### src/rtl/rope_electro_if.sv
// Handshake bundle between the frame timer/game logic and the rope electrification scheduler.
// The master drives frame timing and the enable; the slave reports per-rope status.
interface rope_electro_if #(
   parameter int unsigned ROPES = 6
);
   logic                  startOfFrame;
   logic                  enable;
   logic [ROPES-1:0][1:0] electroStatus;
   logic [3:0]            activeCount;
   logic                  sparkPulse;

   modport master (
      output startOfFrame,
      output enable,
      input  electroStatus,
      input  activeCount,
      input  sparkPulse
   );

   modport slave (
      input  startOfFrame,
      input  enable,
      output electroStatus,
      output activeCount,
      output sparkPulse
   );
endinterface

### src/rtl/rope_electro_scheduler.sv
// Arms idle ropes one at a time and sequences each through WARN -> LIVE -> IDLE in frames.
// Define ELECTRO_LFSR_EN to start the idle-rope search from an LFSR instead of round-robin.
module rope_electro_scheduler #(
   parameter int unsigned ROPES       = 6,
   parameter int unsigned WARN_FRAMES = 45,
   parameter int unsigned LIVE_FRAMES = 90,
   parameter int unsigned GAP_FRAMES  = 60,
   parameter int unsigned MAX_LIVE    = 2
) (
   input  logic         clk,
   input  logic         resetN,
   rope_electro_if.slave bus
);

   localparam int unsigned PtrW    = (ROPES > 1) ? $clog2(ROPES) : 1;
   localparam logic [7:0]  WarnLd  = 8'(WARN_FRAMES - 1);
   localparam logic [7:0]  LiveLd  = 8'(LIVE_FRAMES - 1);
   localparam logic [7:0]  GapMax  = 8'(GAP_FRAMES - 1);
   localparam logic [3:0]  MaxLive = 4'(MAX_LIVE);

   typedef enum logic [1:0] {
      StIdle = 2'b00,
      StWarn = 2'b01,
      StLive = 2'b10
   } rope_state_e;

   rope_state_e      state_q [ROPES];
   logic [7:0]       cnt_q   [ROPES];
   logic [7:0]       gap_q;
   logic [3:0]       active_q, active_d;
   logic             spark_q;
`ifdef ELECTRO_LFSR_EN
   logic [7:0]       lfsr_q;
`else
   logic [PtrW-1:0]  ptr_q;
`endif

   logic             gap_full;
   logic             found;
   logic             launch;
   logic [PtrW-1:0]  pick;
   logic [PtrW-1:0]  idx;
   int unsigned      start_i;

   // Launch decision and next active count, both taken from the pre-edge state registers.
   always_comb begin
`ifdef ELECTRO_LFSR_EN
      start_i = 32'(lfsr_q) % ROPES;
`else
      start_i = 32'(ptr_q);
`endif
      found = 1'b0;
      pick  = '0;
      idx   = '0;
      for (int unsigned i = 0; i < ROPES; i++) begin
         idx = PtrW'((start_i + i) % ROPES);
         if (!found && state_q[idx] == StIdle) begin
            found = 1'b1;
            pick  = idx;
         end
      end
      gap_full = (gap_q >= GapMax);
      launch   = bus.startOfFrame && gap_full && bus.enable && (active_q < MaxLive) && found;

      active_d = '0;
      for (int r = 0; r < ROPES; r++) begin
         unique case (state_q[r])
            StIdle:  if (launch && pick == PtrW'(r)) active_d = active_d + 4'd1;
            StWarn:  active_d = active_d + 4'd1;
            StLive:  if (!bus.startOfFrame || cnt_q[r] != 8'd0) active_d = active_d + 4'd1;
            default: ;
         endcase
      end
   end

   always_ff @(posedge clk or negedge resetN) begin
      if (!resetN) begin
         for (int r = 0; r < ROPES; r++) begin
            state_q[r] <= StIdle;
            cnt_q[r]   <= 8'd0;
         end
         gap_q    <= 8'd0;
         active_q <= 4'd0;
         spark_q  <= 1'b0;
`ifdef ELECTRO_LFSR_EN
         lfsr_q   <= 8'hA5;
`else
         ptr_q    <= '0;
`endif
      end else begin
         active_q <= active_d;
         spark_q  <= 1'b0;
         if (bus.startOfFrame) begin
`ifdef ELECTRO_LFSR_EN
            lfsr_q <= {lfsr_q[6:0], lfsr_q[7] ^ lfsr_q[5] ^ lfsr_q[4] ^ lfsr_q[3]};
`else
            if (launch) ptr_q <= (pick == PtrW'(ROPES - 1)) ? '0 : pick + 1'b1;
`endif
            // A failed attempt leaves gap_q saturated so the launch retries next frame.
            if (launch)         gap_q <= 8'd0;
            else if (!gap_full) gap_q <= gap_q + 8'd1;

            for (int r = 0; r < ROPES; r++) begin
               unique case (state_q[r])
                  StIdle: begin
                     if (launch && pick == PtrW'(r)) begin
                        state_q[r] <= StWarn;
                        cnt_q[r]   <= WarnLd;
                     end
                  end
                  StWarn: begin
                     if (cnt_q[r] == 8'd0) begin
                        state_q[r] <= StLive;
                        cnt_q[r]   <= LiveLd;
                        spark_q    <= 1'b1;
                     end else begin
                        cnt_q[r] <= cnt_q[r] - 8'd1;
                     end
                  end
                  StLive: begin
                     if (cnt_q[r] == 8'd0) state_q[r] <= StIdle;
                     else                  cnt_q[r]   <= cnt_q[r] - 8'd1;
                  end
                  default: state_q[r] <= StIdle;
               endcase
            end
         end
      end
   end

   always_comb begin
      bus.electroStatus = '0;
      for (int r = 0; r < ROPES; r++) bus.electroStatus[r] = state_q[r];
   end

   assign bus.activeCount = active_q;
   assign bus.sparkPulse  = spark_q;

endmodule

### src/flat_wrapper.sv
// flat-port wrapper written by rule: the top's interface ports become plain ports
module rope_electro_scheduler_flat 
#(
   parameter int unsigned ROPES       = 6,
   parameter int unsigned WARN_FRAMES = 45,
   parameter int unsigned LIVE_FRAMES = 90,
   parameter int unsigned GAP_FRAMES  = 60,
   parameter int unsigned MAX_LIVE    = 2
)
  (clk, resetN, bus_startOfFrame, bus_enable, bus_electroStatus, bus_activeCount, bus_sparkPulse);
  rope_electro_if #(.ROPES(ROPES)) bus_i ();
  input  logic clk;
  input  logic resetN;
  input wire logic [$bits(bus_i.startOfFrame)-1:0] bus_startOfFrame;
  input wire logic [$bits(bus_i.enable)-1:0] bus_enable;
  output wire logic [$bits(bus_i.electroStatus)-1:0] bus_electroStatus;
  output wire logic [$bits(bus_i.activeCount)-1:0] bus_activeCount;
  output wire logic [$bits(bus_i.sparkPulse)-1:0] bus_sparkPulse;
  assign bus_i.startOfFrame = bus_startOfFrame;
  assign bus_i.enable = bus_enable;
  assign bus_electroStatus = bus_i.electroStatus;
  assign bus_activeCount = bus_i.activeCount;
  assign bus_sparkPulse = bus_i.sparkPulse;
  rope_electro_scheduler #(.ROPES(ROPES), .WARN_FRAMES(WARN_FRAMES), .LIVE_FRAMES(LIVE_FRAMES), .GAP_FRAMES(GAP_FRAMES), .MAX_LIVE(MAX_LIVE)) u_core (.clk(clk), .resetN(resetN), .bus(bus_i));
endmodule
### config.mk
export PLATFORM = sky130hd
export DESIGN_NAME = rope_electro_scheduler_flat
export DESIGN_NICKNAME = d
export VERILOG_FILES = /design/src/rtl/rope_electro_if.sv /design/src/rtl/rope_electro_scheduler.sv /design/src/flat_wrapper.sv
export SDC_FILE = /design/constraint.sdc
export NUM_CORES = 1
export LEC_CHECK = 0
export ABC_AREA = 1
export CAP_MARGIN = 20
export CORE_ASPECT_RATIO = 1.2
export CORE_UTILIZATION = 40
export DETAILED_ROUTE_END_ITERATION = 7
export GPL_ROUTABILITY_DRIVEN = 0
export PLACE_DENSITY = 0.66
export REMOVE_ABC_BUFFERS = 1
export SYNTH_ARGS = -nofsm -noshare
export SYNTH_HDL_FRONTEND = slang
export SYNTH_SLANG_ARGS = --single-unit
### constraint.sdc
create_clock -name clk -period 11.6 [get_ports clk]
set_input_delay 1.16 -clock clk [delete_from_list [all_inputs] [get_ports clk]]
set_output_delay 1.16 -clock clk [all_outputs]
set_load 0.05 [all_outputs]
Word level (Yosys, flattened, before mapping)
Index checks and enable logic that the tools add are counted.
- word-level logic and storage cells: 281
- bits in read-only memories: 0
- latch bits: 0
- memories: 0
- RAM bits: 0
- register bits after elaboration: 76
- shift operators: 0
- magnitude comparators: 8
- bitwise logic cells: 6
- divide/modulo/power cells: 6
- $add $sub $neg: 18
- reductions and logical operators: 72
- muxes and demuxes: 113
- multipliers: 0
- eq/ne operators: 42
- operators by type and width (operator ; count):
    remainder unit 32 x 3 -> 32 bit (second input constant) ; 5
    two-way mux 8 bit ; 20
    one-hot mux 8 bit (3 select lines) ; 6
    one-hot mux 4 bit (3 select lines) ; 6
    two-way mux 2 bit ; 30
    logical NOT 8 bit ; 6
    AND reduction 4 bit ; 12
    nonzero test 8 bit ; 6
    subtractor 8 x 1 -> 8 bit (second input constant) ; 6
    two-way mux 4 bit ; 10
    binary-select mux 2 bit (select 3 bit) ; 6
    != test 2 x 1 -> 1 bit (second input constant) ; 18
    one-hot mux 2 bit (3 select lines) ; 6
    remainder unit 3 x 3 -> 32 bit (second input constant) ; 1
    >= comparator 4 bit (second input constant) ; 6
    logical NOT 2 bit ; 12
    NOT 3 -> 4 bit ; 6
    two-way mux 1 bit ; 22
    two-way mux 3 bit ; 7
    adder 4 x 1 -> 4 bit (second input constant) ; 5
    nonzero test 3 bit ; 6
    logical AND 1 bit ; 15
    != test 2 bit (second input constant) ; 7
    equality test 2 x 1 -> 1 bit (second input constant) ; 6
    other kinds (15) ; 35

Depth between registers and ports, before layout
Gate-level depths: netlist of run 1.
- word-level depth: 41
- depth in mapped cells: 50

Worst setup path before layout of run 1
Ideal clock, no wire load.
- path kind: flip-flop to flip-flop
- from: register u_core.ptr_q[0]
- to: register u_core.active_q[1] (netlist: u_core.bus.activeCount[1])
- cell stages (with the launch flop): 41
- buffers on the path: 0
- setup slack: 6.032 ns
- arrival time: 5.447 ns
- required time: 11.479 ns
- library setup time: 0.121 ns
- cells stage by stage: dfrtp_1 -> inv_2 -> ha_1 -> inv_1 -> nand2_1 -> and2_4 -> ha_1 -> nor2_1 -> nand3_1 -> nand2_1 -> nand3_1 -> nand2_2 -> nand2_1 -> nand2_2 -> inv_1 -> nor2_2 -> nand2_1 -> nor2_1 -> (+5 left out) -> nand2_2 -> inv_1 -> ha_1 -> a221oi_1 -> nand2_4 -> nand2_4 -> inv_1 -> ha_1 -> nand2_1 -> nand2_2 -> ha_1 -> nand2_1 -> nand2_4 -> ha_1 -> nand2_1 -> nand2_2 -> ha_1 -> a22o_1
- word-level cells in the longest chain between the ends: 41
- elaborated cells on any way between the ends: 98
- classes of those cells: add/sub: 10; div: 6; eq/ne: 5; mux: 47; bitwise: 6; reduce/logical: 24
- ends and longest elaborated chain (item ; line ; text):
    from (decl) ; rope_electro_scheduler.sv:35 ; logic [PtrW-1:0] ptr_q;
    from (signal assigned) ; rope_electro_scheduler.sv:97 ; if (launch) ptr_q <= (pick == PtrW'(ROPES - 1)) ? '0 : pick + 1'b1;
    branches (longest 40 deep; another with remainder unit 32 x 3 -> 32 bit) ; - ;
    one-hot mux 4 bit (3 select lines) * ; rope_electro_scheduler.sv:67 ; unique case (state_q[r])
    net u_core.active_d[1] ; rope_electro_scheduler.sv:30 ; logic [3:0] active_q, active_d;
    to (signal assigned) ; rope_electro_scheduler.sv:91 ; active_q <= active_d;
    to (decl) ; rope_electro_scheduler.sv:30 ;
Mark *: on every way through the listed nets, which the timed path passes. The select of a mux whose other input is x is not followed.
A chain may end at the register's enable or synchronous reset.

Worst setup path in the final report of run 1
Same ends and word-level chain as after synthesis.

==> key figures, run 1 <==
Run status
  – Status: completed

Floorplan
  – Row Count: 49
  – Die area: 16100 um2
  – Core Area: 15100 um2
  – Number of I/O pins: 21
  – Initial core utilization: 41.2%
  – Width of the die: 116 um
  – Die Ht: 139 um

Synthesis
  – Post-synth top flop: dfrtp_1
  – Mapped Cells: 861
  – Seq/Total Area, Yosys: 30.5%
  – Netlist cell types: 51
  – Synth top area cells: dfrtp_1 30%, ha_1 10%, nand2_1 9.6%
  – Syn avg cell area: 7.25 um2
  – Top-area cell type share of the netlist area: 30.5%
  – Syn. warnings: 0
  – Flops & latches, synth: 76
  – EDFF count, synth: 0
  – Post-Syn Area: 6240 um2
  – Post-synth top area cell: dfrtp_1
  – Ys async rst share: 100%

Final layout
  – Antenna cells: 0
  – Nets: 940
  – Share of cells above drive strength 1: 10.9%
  – Fin area: 6960 um2
  – Layout area overhead: 11.4%

Timing
  – Maximum clock frequency: 0.161 GHz
  – Tmin final: 6220 ps
  – Fin. Hold Viols: 0
  – RSZ-0062 raised after global routing: no
  – Setup TNS: 0 ps
  – Worst Tran Pin Value: 864 ps
  – Slew Viols, Final: 0
  – Final period util: 53.6%
  – Worst Clk Skew: 12.3 ps
  – Max_slew headroom: 42.3%
  – Final setup violation count: 0

Critical path
  – Critical path type: flop to flop
  – Max stage delay on crit path: 720 ps
  – CP max-delay cell: dfrtp_1
  – CP Max Fanout: 19
  – Worst EP required: 11850 ps
  – Arr. time, crit path: 6470 ps
  – Critical path capture point type: flop
  – Type of origin of the critical path: flop

Clock tree
  – Post-CTS Setup Inserts: 0
  – Post_cts resized: 0
  – Clock slew at reported path FFs: 70 ps
  – Sink Count: 76
  – CTS tree: yes
  – CTS root buf: clkbuf_16
  – Htree depth: 3
  – Clk_lat worst skew: 350 ps
  – Hold-fix buffers, CTS: 0
  – Total CTS buffers: 9
  – Clock buffer depth: 2

Drt
  – DR vias/cell: 5.09
  – Vias: 5573
  – Drt total wl: 13.9 mm
  – Wire length per cell: 12.7 um
  – Routed Antenna Nets: 0
  – DR DRC count: 0
  – Drt initial violations: 293
  – TritonRoute pass-1 iters: 5

Placed design
  – Final HPWL DP: 10.9 mm
  – Port bufs: 20
  – Area after DPL: 6660 um2

Worst hold path
  – Worst Hold Class: flop to flop

Global routing
  – Gr usage total: 18.9%
  – Largest net degree at the start of global routing: 77
  – Vias in the first global route: 5301
  – GRT overflow: 0
  – First-pass GRT wire length: 24.2 mm
  – Initial antenna violation count: 0

Job
  – Max-capacitance violation count: 0
## layout make-up
class                      count  area [um2]
clock buffer                   9         225
clock inverter                 7        55.1
fill                        1514        8190
inverter                     137         517
multi-input combinational    640        3780
sequential                    76        1900
tap                          204         255
timing repair buffer          22         225
## sequential cells by signal, indices dropped and copies added (netlist names)
register / count
u_core.gap_q: 8
u_core.bus.activeCount: 4
u_core.cnt_q: 48
u_core.ptr_q: 3
u_core.bus.electroStatus: 12
u_core.bus.sparkPulse: 1
## worst paths after layout
kind,start,end,slack (ps),depth (start not counted)
max in group asynchronous,resetN,u_core.cnt_q[22],10250,2
setup reg to reg,u_core.ptr_q[0],u_core.bus.activeCount[1],5380,40
min in group asynchronous,resetN,u_core.cnt_q[9],770,1
setup / recovery,u_core.ptr_q[0],u_core.bus.activeCount[1],5380,40
hold reg to reg,u_core.cnt_q[23],u_core.cnt_q[23],470,1
hold / removal,u_core.cnt_q[23],u_core.cnt_q[23],470,1
## synthesized netlist by cell type, types with 9 or more instances
library cell and count:
nand3_1 62, nor3_1 21, inv_1 120, nand2_1 160, xor2_1 25, o211ai_1 10
nand4_1 16, nand2_2 26, o21ai_1 9, ha_1 50, nand3_2 10, inv_2 13
nor2_1 75, a21oi_1 31, dfrtp_1 76, o21ai_0 80
## critical path, delay by kind of cell (launching register included)
kind	cells	cell delay (ps)
DFF	1	720
and+or+nand+nor	26	2480
adders and majority gates	7	1930
AOI/OAI and AO/OA	2	610
buffers and inverters	5	380
## stage by stage
stage	hold WS, ps	std cells	setup WS (ps)	utilization [%]
6_report	470	1095	5380	45.9
4_1_cts	473	1094	5380	45.8
2_1_floorplan	434	853	5870	-
5_1_grt	498	1095	4740	45.9
3_3_place_gp	474	1078	5520	44.0
3_5_place_dp	464	1078	5370	44.0
## cell usage in the layout, fill, tap and decap left out, drive strengths merged, types with 2 or more instances in the layout
cell type and instances:
a211oi 4, a21oi 33, a22o 2, a31oi 3, buf 3, clkbuf 9
clkdlybuf4s50 19, clkinv 4, clkinvlp 2, dfrtp 76, ha 50, inv 138
nand2 192, nand3 72, nand3b 4, nand4 16, nor2 85, nor3 24
nor4 2, o211ai 10, o21a 4, o21ai 89, o22ai 2, o31ai 3
o41ai 3, xnor2 6, xor2 25
## per-layer routing
| metal | wire (um) | global-route usage [%] | up-vias | part of all wire, % |
|---|---|---|---|---|
| li1 | - | - | 2882 | - |
| met1 | 6300 | 23.0 | 2583 | 45 |
| met2 | 6870 | 32.5 | 80 | 49 |
| met3 | 335 | 2.97 | 28 | 2.4 |
| met4 | 398 | 8.57 | 0 | 2.9 |
| met5 | 0 | 0 | - | 0 |
## kinds of logic (layout without fill, tap and decap cells)
logic type | Yosys count | count (layout) | share of synthesized area, %
AO/OA/AOI/OAI | 159 | 159 | 14.9
XOR/XNOR | 31 | 31 | 4.35
adder cells (fa/ha/maj) | 50 | 50 | 10.0
buffers and inverters | 145 | 175 | 9.02
flip-flops | 76 | 76 | 30.5
multiplexers | 1 | 1 | 0.180
AND/OR/NAND/NOR | 399 | 399 | 31.0
Power of run 1 is not shown: default switching activity piles up to over one toggle a cycle in this logic, so the estimate is an artifact.
==> run 2, diff against run 1 <==
Clock period 11.6 ns to 5.9 ns, I/O delays scaled along.
==> run 2 against run 1 <==
Against the previous run: worst hold slack got worse by 270 ps; critical path type unchanged; first-iteration DRC count decreased by 3.4%; non-clock buffer count increased by 11; via count decreased by 0.50%; cell count increased by 1.0%; fmax increased by 11%; sequential share of layout area decreased by 0.81 points; largest cell class unchanged; global-route usage decreased by 0.25 points.
==> key figures, run 2 (synthesis gave the netlist of run 1 again) <==
Timing
  – Worst Clk Skew: 6.72 ps (-5.57 ps)
  – Tmin final: 5610 ps (-610 ps)
  – Slew Viols, Final: 0 (unchanged)
  – Final setup violation count: 0 (unchanged)
  – Maximum clock frequency: 0.178 GHz (+11%)
  – Final period util: 95.1% (+41 points)
  – Max_slew headroom: 43.9% (+1.6 points)
  – Worst Tran Pin Value: 840 ps (-24.4 ps)
  – Fin. Hold Viols: 0 (unchanged)
  – Setup TNS: 0 ps (unchanged)

Floorplan
  – Width of the die: 116 um (unchanged)
  – Die Ht: 139 um (unchanged)
  – Core Area: 15100 um2 (unchanged)
  – Die area: 16100 um2 (unchanged)
  – Number of I/O pins: 21 (unchanged)
  – Initial core utilization: 41.2% (unchanged)
  – Row Count: 49 (unchanged)

Global routing
  – Gr usage total: 18.7% (-0.25 points)
  – GR Layer Usage met3: 2.49% (-0.48 points)
  – Initial antenna violation count: 0 (unchanged)
  – GR Util met1: 24.3% (+1.3 points)
  – First-pass GRT wire length: 24.3 mm (+0.23%)
  – Busiest layer in global routing: met2
  – Met2 Use GR: 31.1% (-1.3 points)
  – Vias in the first global route: 5320 (+0.36%)
  – GRT overflow: 0 (unchanged)
  – Largest net degree at the start of global routing: 77 (unchanged)

Critical path
  – Critical path type: flop to flop
  – CP Buf/Inv Count: 4 (-1)
  – Crit-path most repeated cell: nand2_2
  – Max stage delay on crit path: 440 ps (-280 ps)
  – CP max-delay cell: dfrtp_2
  – Critical path capture point type: flop
  – Type of origin of the critical path: flop
  – Arr. time, crit path: 5840 ps (-630 ps)
  – CP Max Fanout: 5 (-14)
  – Worst EP required: 6120 ps (-5730 ps)
  – Top Family by Delay on Critical Path: simple AND/OR/NAND/NOR gates

Drt
  – Routed Antenna Nets: 0 (unchanged)
  – DR vias/cell: 5.01 (-1.5%)
  – Drt initial violations: 283 (-3.4%)
  – Vias: 5545 (-0.50%)
  – Drt total wl: 14.3 mm (+2.5%)
  – Wire length per cell: 12.9 um (+1.5%)
  – DR DRC count: 0 (unchanged)
  – TritonRoute pass-1 iters: 4 (-1)

Clock tree
  – Clk_lat worst skew: 340 ps (about the same)
  – CTS tree: yes
  – CTS root buf: clkbuf_16
  – Clock buffer depth: 2 (unchanged)
  – Sink Count: 76 (unchanged)
  – Clock slew at reported path FFs: 60 ps (about the same)
  – Htree depth: 3 (unchanged)
  – Total CTS buffers: 9 (unchanged)

Final layout
  – Max reg flops: 48 (unchanged)
  – Area of the multi-input gates: 3830 um2 (+1.5%)
  – Layout area overhead: 15.1%
  – Commonest cells after routing, fill and taps aside: 156 x nand2_1, 119 x inv_1, 80 x o21ai_0, 74 x nor2_1, 73 x dfrtp_1
  – Nets: 951 (+1.2%)
  – Register bank with the most flops: u_core.cnt_q
  – Layout fillers: 1511 (-0.20%)
  – Most common cell after layout, fill and taps aside: nand2_1
  – Share of cells above drive strength 1: 13.7% (+2.9 points)
  – FF+latch area: 1910 um2 (+0.20%)
  – Antenna cells: 0 (unchanged)

Placed design
  – Final HPWL DP: 10.7 mm (-1.7%)
  – Port bufs: 20 (unchanged)

Worst hold path
  – Worst Hold Class: input pin to asynchronous set/reset pin

Job
  – Max-capacitance violation count: 0 (unchanged)

Run status
  – Status: completed
[run 2: per-layer routing]
metal | part of all wire (%) | routed length, um | up-vias
li1 | - | - | 2903
met1 | 47 | 6700 | 2568
met2 | 49 | 6940 | 49
met3 | 1.7 | 244 | 25
met4 | 2.6 | 364 | 0
met5 | 0 | 0 | -
[run 2: path summary, 6_finish.rpt]
path,start,endpoint,depth (start not counted),slack [ps]
hold reg to reg,u_core.cnt_q[23],u_core.cnt_q[23],1,470
setup / recovery,u_core.ptr_q[1],u_core.bus.activeCount[1],40,290
max in group asynchronous,resetN,u_core.bus.activeCount[1],2,5130
hold / removal,resetN,u_core.cnt_q[37],1,200
min in group clk,u_core.cnt_q[23],u_core.cnt_q[23],1,470
setup reg to reg,u_core.ptr_q[1],u_core.bus.activeCount[1],40,290
[run 2: worst reg2reg max path: cells and delay by family, from the launching register on]
family | cells | cell delay [ps]
and+or+nand+nor | 27 | 2450
adders and majority gates | 7 | 1820
AOI/OAI and AO/OA | 2 | 550
DFF | 1 | 440
buffers and inverters | 4 | 240
[run 2: stage by stage]
stage / std cells / worst slack (ps) / utilization (%) / hold slack, ps / instance area, um2
6_report: 1106 / 288 / 47.5 / 198 / 7190
5_1_grt: 1106 / -31.0 / 47.5 / 236 / 7190
4_1_cts: 1100 / 93.2 / 46.6 / 468 / 7050
3_5_place_dp: 1084 / 19.5 / 44.3 / 464 / 6700
3_3_place_gp: 1084 / 130 / 44.3 / 458 / 6700
2_1_floorplan: 853 / 168 / - / 294 / 6200
[run 2: final cells by class]
class,count,share of cell area (%)
multi-input cells,640,53.4
flip-flops and latches,76,26.5
inverters,137,7.26
repair buffers,33,4.56
well taps,204,3.55
clock buffers,10,3.19
clock inverters,6,1.55
[run 2: repair_timing]
item,4_1_cts,5_1_grt
pin swaps,0,8
hold buffers,0,0
setup buffers,0,5
setup endpoints to repair,1,3
gates resized for setup,1,23
Power of run 2 is left out for the same reason.
==> run 3, diff against run 2 <==
Settings changed: ABC_AREA 1 to not set, CELL_PAD_IN_SITES_DETAIL_PLACEMENT set to 2, CELL_PAD_IN_SITES_GLOBAL_PLACEMENT set to 2, CORE_UTILIZATION 40 to 38, PLACE_DENSITY 0.66 to 0.91.
==> run 3 against run 2 <==
Against the previous run: the run now ends with negative setup slack left; register-to-register slack lost 1700 ps; area after synthesis is 2.9% higher; critical path depth is 9 lower; clock skew increased by 12 ps; fmax fell by 24%; cell count grew 3.0%; synthesized cell count is 7.4% lower; via count increased by 57%; sequential cell count stayed put; critical path type unchanged; highest routed layer unchanged.
==> key figures, run 3 <==
Global routing
  – First-pass GRT wire length: 55.2 mm (+130%)
  – Initial antenna violation count: 3 (+3)
  – GRT overflow: 0 (unchanged)
  – Vias in the first global route: 8766 (+65%)
  – Gr usage total: 42.9% (+24 points)
  – Largest net degree at the start of global routing: 77 (unchanged)

Synthesis
  – EDFF count, synth: 0 (unchanged)
  – Netlist cell types: 83 (+63%)
  – Syn avg cell area: 8.06 um2 (+11%)
  – Simple-gate share of the synthesized area: 22.5% (-8.5 points)
  – Most common cell in the netlist: o21ai_0
  – Adder-cell area share of the yosys netlist: 9.74% (-0.28 points)
  – Post-synthesis mux area share: 2.53% (+2.4 points)
  – Seq/Total Area, Yosys: 29.6% (-0.85 points)
  – Post-synth top cells: 82 x o21ai_0, 76 x dfrtp_1, 75 x nand2_1, 66 x nor2_1, 63 x a21oi_1
  – Syn. warnings: 0 (unchanged)
  – Post-Syn Area: 6420 um2 (+2.9%)
  – Post-synth top area cell: dfrtp_1
  – Mapped Cells: 797 (-7.4%)
  – Compound-Gate Fraction of Synth Area: 29.7% (+15 points)
  – Synth Area in XOR/XNOR: 1.19% (-3.2 points)
  – Post-synth top flop: dfrtp_1
  – Ys async rst share: 100% (unchanged)
  – Synth top area cells: dfrtp_1 30%, ha_1 9.7%, o21ai_0 6.4%
  – Largest family of logic cells by synthesized area: compound AO/OA/AOI/OAI gates
  – Flops & latches, synth: 76 (unchanged)
  – Top-area cell type share of the netlist area: 29.6% (-0.85 points)

Power and ir drop
  – Peak VDD IR: 0.000265 V
  – Internal power: 1.91 mW
  – Power, Total: 4.03 mW
  – Switching portion of total power: 52.5%
  – Total net switching power: 2.12 mW
  – PD cells: 479 nW/um2
  – P_leak: 3.57 nW
  – Gate power share: 65.2%
  – Clock share of power: 15.8%
  – Sequential share of power: 19.0%

Critical path
  – Type of origin of the critical path: flop
  – Critical path type: flop to flop
  – Worst EP required: 6190 ps (+70 ps)
  – CP Max Fanout: 5 (unchanged)
  – Arr. time, crit path: 7630 ps (+1790 ps)
  – Max stage delay on crit path: 490 ps (+50 ps)
  – CP max-delay cell: dfrtp_2
  – Top Family by Delay on Critical Path: compound AO/OA/AOI/OAI gates
  – Critical path capture point type: flop
  – CP Buf/Inv Count: 6 (+2)

Final layout
  – Register bank with the most flops: u_core.cnt_q
  – Layout area overhead: 31.2%
  – Max reg flops: 48 (unchanged)
  – Commonest cells after routing, fill and taps aside: 116 x buf_4, 75 x dfrtp_1, 74 x o21ai_0, 69 x nand2_1, 62 x nor2_1
  – Most common cell after layout, fill and taps aside: buf_4
  – Share of cells above drive strength 1: 24.9% (+11 points)
  – Nets: 975 (+2.5%)
  – Post-Layout Cell Count: 1139 (+3.0%)
  – Layout fillers: 1706 (+13%)

Floorplan
  – Width of the die: 121 um (+4.0%)
  – Number of I/O pins: 21 (unchanged)
  – Row Count: 51 (+4.1%)
  – Initial core utilization: 39.2% (-2.1 points)
  – Die area: 17400 um2 (+8.2%)
  – Die Ht: 144 um (+4.0%)
  – Core Area: 16400 um2 (+8.3%)

Drt
  – DR vias/cell: 7.63 (+52%)
  – Vias: 8695 (+57%)
  – Drt initial violations: 1005 (+260%)
  – DR DRC count: 0 (unchanged)
  – TritonRoute pass-1 iters: 6 (+2)
  – Wire length per cell: 39.8 um (+210%)
  – Drt total wl: 45.3 mm (+220%)
  – Routed Antenna Nets: 0 (unchanged)

Clock tree
  – Htree depth: 3 (unchanged)
  – CTS root buf: clkbuf_16
  – Total CTS buffers: 9 (unchanged)
  – Hold-fix buffers, CTS: 0 (unchanged)
  – Clock slew at reported path FFs: 80 ps (+20 ps)
  – Clock buffer depth: 2 (unchanged)
  – Sink Count: 76 (unchanged)
  – Clk_lat worst skew: 390 ps (+50 ps)
  – CTS tree: yes

Timing
  – Slew Viols, Final: 0 (unchanged)
  – Fin. Hold Viols: 0 (unchanged)
  – Final setup margin: -1440 ps (-1730 ps)
  – Worst Tran Pin Value: 1200 ps (+363 ps)
  – Final period util: 124% (+29 points)
  – RSZ-0062 raised after global routing: yes
  – Maximum clock frequency: 0.136 GHz (-24%)
  – Tmin final: 7340 ps (+1730 ps)
  – Max_slew headroom: 19.2% (-25 points)
  – Worst Clk Skew: 18.8 ps (+12.0 ps)
  – Final setup violation count: 28 (+28)

Run status
  – Failing checks: negative setup slack
  – Status: finished, violations left

Placed design
  – Final HPWL DP: 19.8 mm (+85%)
  – Placed insts: 1081 (-0.28%)
  – Port bufs: 20 (unchanged)

Job
  – Max-capacitance violation count: 0 (unchanged)

Worst hold path
  – Worst Hold Class: input pin to asynchronous set/reset pin
[run 3: cell type report]
type | instances | area (um2) | share of cell area (%)
clock inverter | 6 | 71.3 | 0.846
clock buffer | 10 | 239 | 2.84
sequential | 76 | 1900 | 22.6
inverter | 50 | 188 | 2.23
multi-input combinational | 647 | 4650 | 55.2
antenna | 1 | 2.50 | 0.0297
timing repair buffer | 137 | 1110 | 13.2
tap | 212 | 265 | 3.15
[run 3: timing repair]
item,4_1_cts,5_1_grt
setup buffers,24,17
resized for setup,70,22
setup endpoints to repair,4,24
pin swaps,40,16
[run 3: cell families (layout without fill, tap and decap cells)]
family	after synthesis	in the layout
AO/OA/AOI/OAI	286	286
XOR/XNOR	7	7
adder cells (fa/ha/maj)	50	50
buffers and inverters	74	203
flip-flops	76	76
multiplexers	13	13
other	0	1
AND/OR/NAND/NOR	291	291
[run 3: per-layer routing]
layer  up-vias  GRT usage (%)  share of wire, %
met2       827           77.6                45
met3       432           7.77               9.8
met4         0           28.5                11
met1      4259           45.7                33
li1       3177              -                 -
met5         -              0                 0
[run 3: per-stage QoR]
stage / hold slack, ps / util, % / cell area (um2) / TNS (ps) / setup WS, ps
global placement: 460 / 44.8 / 7340 / -505 / -229
detailed placement: 484 / 44.8 / 7340 / -2820 / -1060
finish: 32.1 / 51.4 / 8430 / -10620 / -1440
floorplan: 294 / - / 6310 / -2350 / -884
CTS: 462 / 49.6 / 8140 / -642 / -247
global route: 32.1 / 51.4 / 8430 / -12350 / -1680
[run 3: power groups by stage]
stage | clock network (mW) | registers (mW) | logic, mW
after floorplan | 0 | 0.783 | 0.979
after global placement | 0 | 0.714 | 1.57
after detailed placement | 0 | 0.730 | 1.75
after CTS | 0.607 | 0.734 | 2.10
after global routing | 0.650 | 0.763 | 2.65
final | 0.639 | 0.767 | 2.63
[run 3: worst register-to-register path, delay by kind of cell (launching register included)]
| kind | cells | cell delay (ps) |
|---|---|---|
| AOI/OAI and AO/OA | 12 | 3360 |
| adders and majority gates | 5 | 1310 |
| buffers and inverters | 6 | 770 |
| and+or+nand+nor | 5 | 770 |
| DFF | 1 | 490 |
| xor gates and xnor gates | 2 | 400 |
| muxes | 1 | 150 |
[run 3: final timing paths]
check                      cells past startpoint  slack, ps            start                         to
setup / recovery                              31      -1440  u_core.ptr_q[1]  u_core.bus.activeCount[3]
hold / removal                                 1         30           resetN            u_core.cnt_q[4]
setup reg to reg                              31      -1440  u_core.ptr_q[1]  u_core.bus.activeCount[3]
hold reg to reg                                1        530  u_core.gap_q[6]            u_core.gap_q[6]
max in group asynchronous                      2       5210           resetN            u_core.ptr_q[1]
min in group clk                               1        530  u_core.gap_q[6]            u_core.gap_q[6]
(Power assumes the default switching activity.)
==> RTL change (flow settings as in run 3) <==
`ROPES` is set to 6 in 3 places; all go to 8.
--- a/src/rtl/rope_electro_if.sv
+++ b/src/rtl/rope_electro_if.sv
@@ -2,5 +2,5 @@
 // The master drives frame timing and the enable; the slave reports per-rope status.
 interface rope_electro_if #(
-   parameter int unsigned ROPES = 6
+   parameter int unsigned ROPES = 8
 );
    logic                  startOfFrame;
--- a/src/rtl/rope_electro_scheduler.sv
+++ b/src/rtl/rope_electro_scheduler.sv
@@ -2,5 +2,5 @@
 // Define ELECTRO_LFSR_EN to start the idle-rope search from an LFSR instead of round-robin.
 module rope_electro_scheduler #(
-   parameter int unsigned ROPES       = 6,
+   parameter int unsigned ROPES       = 8,
    parameter int unsigned WARN_FRAMES = 45,
    parameter int unsigned LIVE_FRAMES = 90,
--- a/src/flat_wrapper.sv
+++ b/src/flat_wrapper.sv
@@ -2,5 +2,5 @@
 module rope_electro_scheduler_flat 
 #(
-   parameter int unsigned ROPES       = 6,
+   parameter int unsigned ROPES       = 8,
    parameter int unsigned WARN_FRAMES = 45,
    parameter int unsigned LIVE_FRAMES = 90,
Ports: changed (resized bus_electroStatus); port bits go from 21 to 25. No check against the original RTL was run, so the function may have changed too.
==> RTL change against run 3 <==
- the run still ends with negative setup slack left
- sequential cell count increased by 20
- via count increased by 17%
- area after synthesis increased by 22%
- synthesized cell count increased by 21%
- utilization about the same
- setup slack got worse by 1500 ps
- routed wire length increased by 20%
- critical path depth increased by 5
- clock skew decreased by 2.9 ps
- design area increased by 23%
- maximum frequency decreased by 17%
- power increased by 17%
- clock power increased by 3.6%
- critical path type unchanged
- largest cell class unchanged
==> RTL change: results (changes against run 3) <==
| Metric | Value |
|---|---|
| Status | finished, violations left (unchanged) |
| Failing checks | negative setup slack (unchanged) |
| IO Port Bufs | 24 (was 20) |
| Max reg flops | 64 (was 48) |
| Per-cell routed wire length | 38.6 µm (was 39.8 µm) |
| Nets | 1201 (was 975) |
| Clock Skew | 15.9 ps (was 18.8 ps) |
| PnR worst setup slack | -2980 ps (was -1440 ps) |
| Worst vdd ir | 0.202 mV (was 0.265 mV) |
| Ranking of synthesized cells by area | dfrtp_1 (31%), ha_1 (9.5%), o21ai_0 (8.1%), a21oi_1 (5.5%), nand2_1 (4.1%) (was dfrtp_1 (30%), ha_1 (9.7%), o21ai_0 (6.4%), a21oi_1 (4.9%), nand2_1 (4.4%)) |
| Initial DRC Count | 1040 (was 1005) |
| Diode count | 0 (was 1) |
| Worst Setup SP | u_core.bus.electroStatus[10]$_DFFE_PN0P_ (was u_core.ptr_q[1]$_DFFE_PN0P_) |
| Synth cell count leaders | o21ai_0 (127), dfrtp_1 (96), a21oi_1 (86) (was o21ai_0 (82), dfrtp_1 (76), nand2_1 (75)) |
| Largest net degree at the start of global routing | 58 (was 77) |
| First-pass GRT wire length | 73000 µm (was 55200 µm) |
| Arr. time, crit path | 9150 ps (was 7630 ps) |
| Synth Area per Inst | 8.18 µm² (was 8.06 µm²) |
| Layout cell share with drive strength beyond 1 | 26.9% (was 24.9%) |
| DP HPWL | 27500 µm (was 19800 µm) |
| Switching share of total power | 51.9% (was 52.5%) |
| Placed cell areas | 9420 µm² (was 7340 µm²) |
| Sequential area share after synthesis | 30.5% (was 29.6%) |
| # setup viols final | 6 (was 28) |
| Layout Utilization | 51.3% (was 51.4%) |
| Slowest CP cell | dfrtp_1 (was dfrtp_2) |
| 1st-pass router iterations | 5 (was 6) |
| Crit path max fanout | 4 (was 5) |
| R2r startpoint | u_core.bus.electroStatus[10]$_DFFE_PN0P_ (was u_core.ptr_q[1]$_DFFE_PN0P_) |
| Initial antenna violation count | 2 (was 3) |
==> RTL change: changes by cell type in the layout (fill, tap and decap cells not counted), moves of 8 or more <==
| cell | run 3 | this run |
|---|---|---|
| buf_4 | 116 | 163 |
| nand2_1 | 69 | 81 |
| o21ai_0 | 74 | 122 |
| nor3_1 | 36 | 26 |
| a21oi_1 | 60 | 77 |
| nor2_1 | 62 | 70 |
| mux4_2 | 2 | 10 |
| dfrtp_1 | 75 | 94 |
==> RTL change: worst max-delay path by stage <==
stage	to	slack, ps	cells past startpoint
floorplan	u_core.bus.activeCount[2]$_DFF_PN0_	-2600	39
global placement	u_core.bus.activeCount[2]$_DFF_PN0_	-1780	37
detailed placement	u_core.bus.activeCount[2]$_DFF_PN0_	-2960	37
CTS	u_core.bus.activeCount[3]$_DFF_PN0_	-1850	41
global route	u_core.bus.activeCount[3]$_DFF_PN0_	-3150	36
finish	u_core.bus.activeCount[3]$_DFF_PN0_	-2980	36
==> RTL change: logic make-up after synthesis <==
logic type                 count (synthesis)  synth area share [%]
AOI/OAI and AO/OA                        339                  26.6
xor gates and xnor gates                   5                 0.652
adders and majority gates                 60                  9.55
buffers and inverters                     87                  4.30
DFF                                       96                  30.5
muxes                                     30                  5.74
and+or+nand+nor                          345                  22.7
==> RTL change: stage by stage <==
stage	hold slack, ps	worst slack (ps)	setup TNS [ps]
global placement	452	-1780	-5270
floorplan	294	-2600	-7800
CTS	215	-1850	-5390
global route	225	-3150	-10310
finish	177	-2980	-9720
detailed placement	511	-2960	-9460
==> RTL change: what timing repair did <==
action / CTS / global route
hold buffers: 0 / 0
gates resized for setup: 81 / 27
setup buffers: 16 / 5
hold endpoints to repair: 0 / 0
gates cloned: 0 / 1
setup endpoints to repair: 4 / 7
pin swaps: 30 / 16
==> RTL change: final cells by class <==
type                       instances  share of cell area [%]
sequential                        96                    23.1
multi-input combinational        779                    53.8
inverter                          59                    2.13
clock inverter                     6                   0.758
tap                              265                    3.19
timing repair buffer             192                    14.8
clock buffer                      10                    2.20
==> RTL change: metal layers <==
layer | share of wire, % | global-route usage (%) | wire, µm | vias up
met5 | 0.20 | 0 | 108 | -
met4 | 10 | 34.2 | 5460 | 6
met3 | 9.1 | 12.0 | 4970 | 385
met2 | 45 | 75.6 | 24500 | 773
met1 | 36 | 51.6 | 19300 | 5120
li1 | - | - | - | 3890
==> RTL change: worst reg2reg max path, delay by kind of cell, from the launching register on <==
family / cells / cell delay, ps
AO/OA/AOI/OAI: 15 / 3450
multiplexers: 4 / 1460
AND/OR/NAND/NOR: 9 / 1450
buffers and inverters: 2 / 310
flip-flops: 1 / 700
adder cells (fa/ha/maj): 6 / 1370
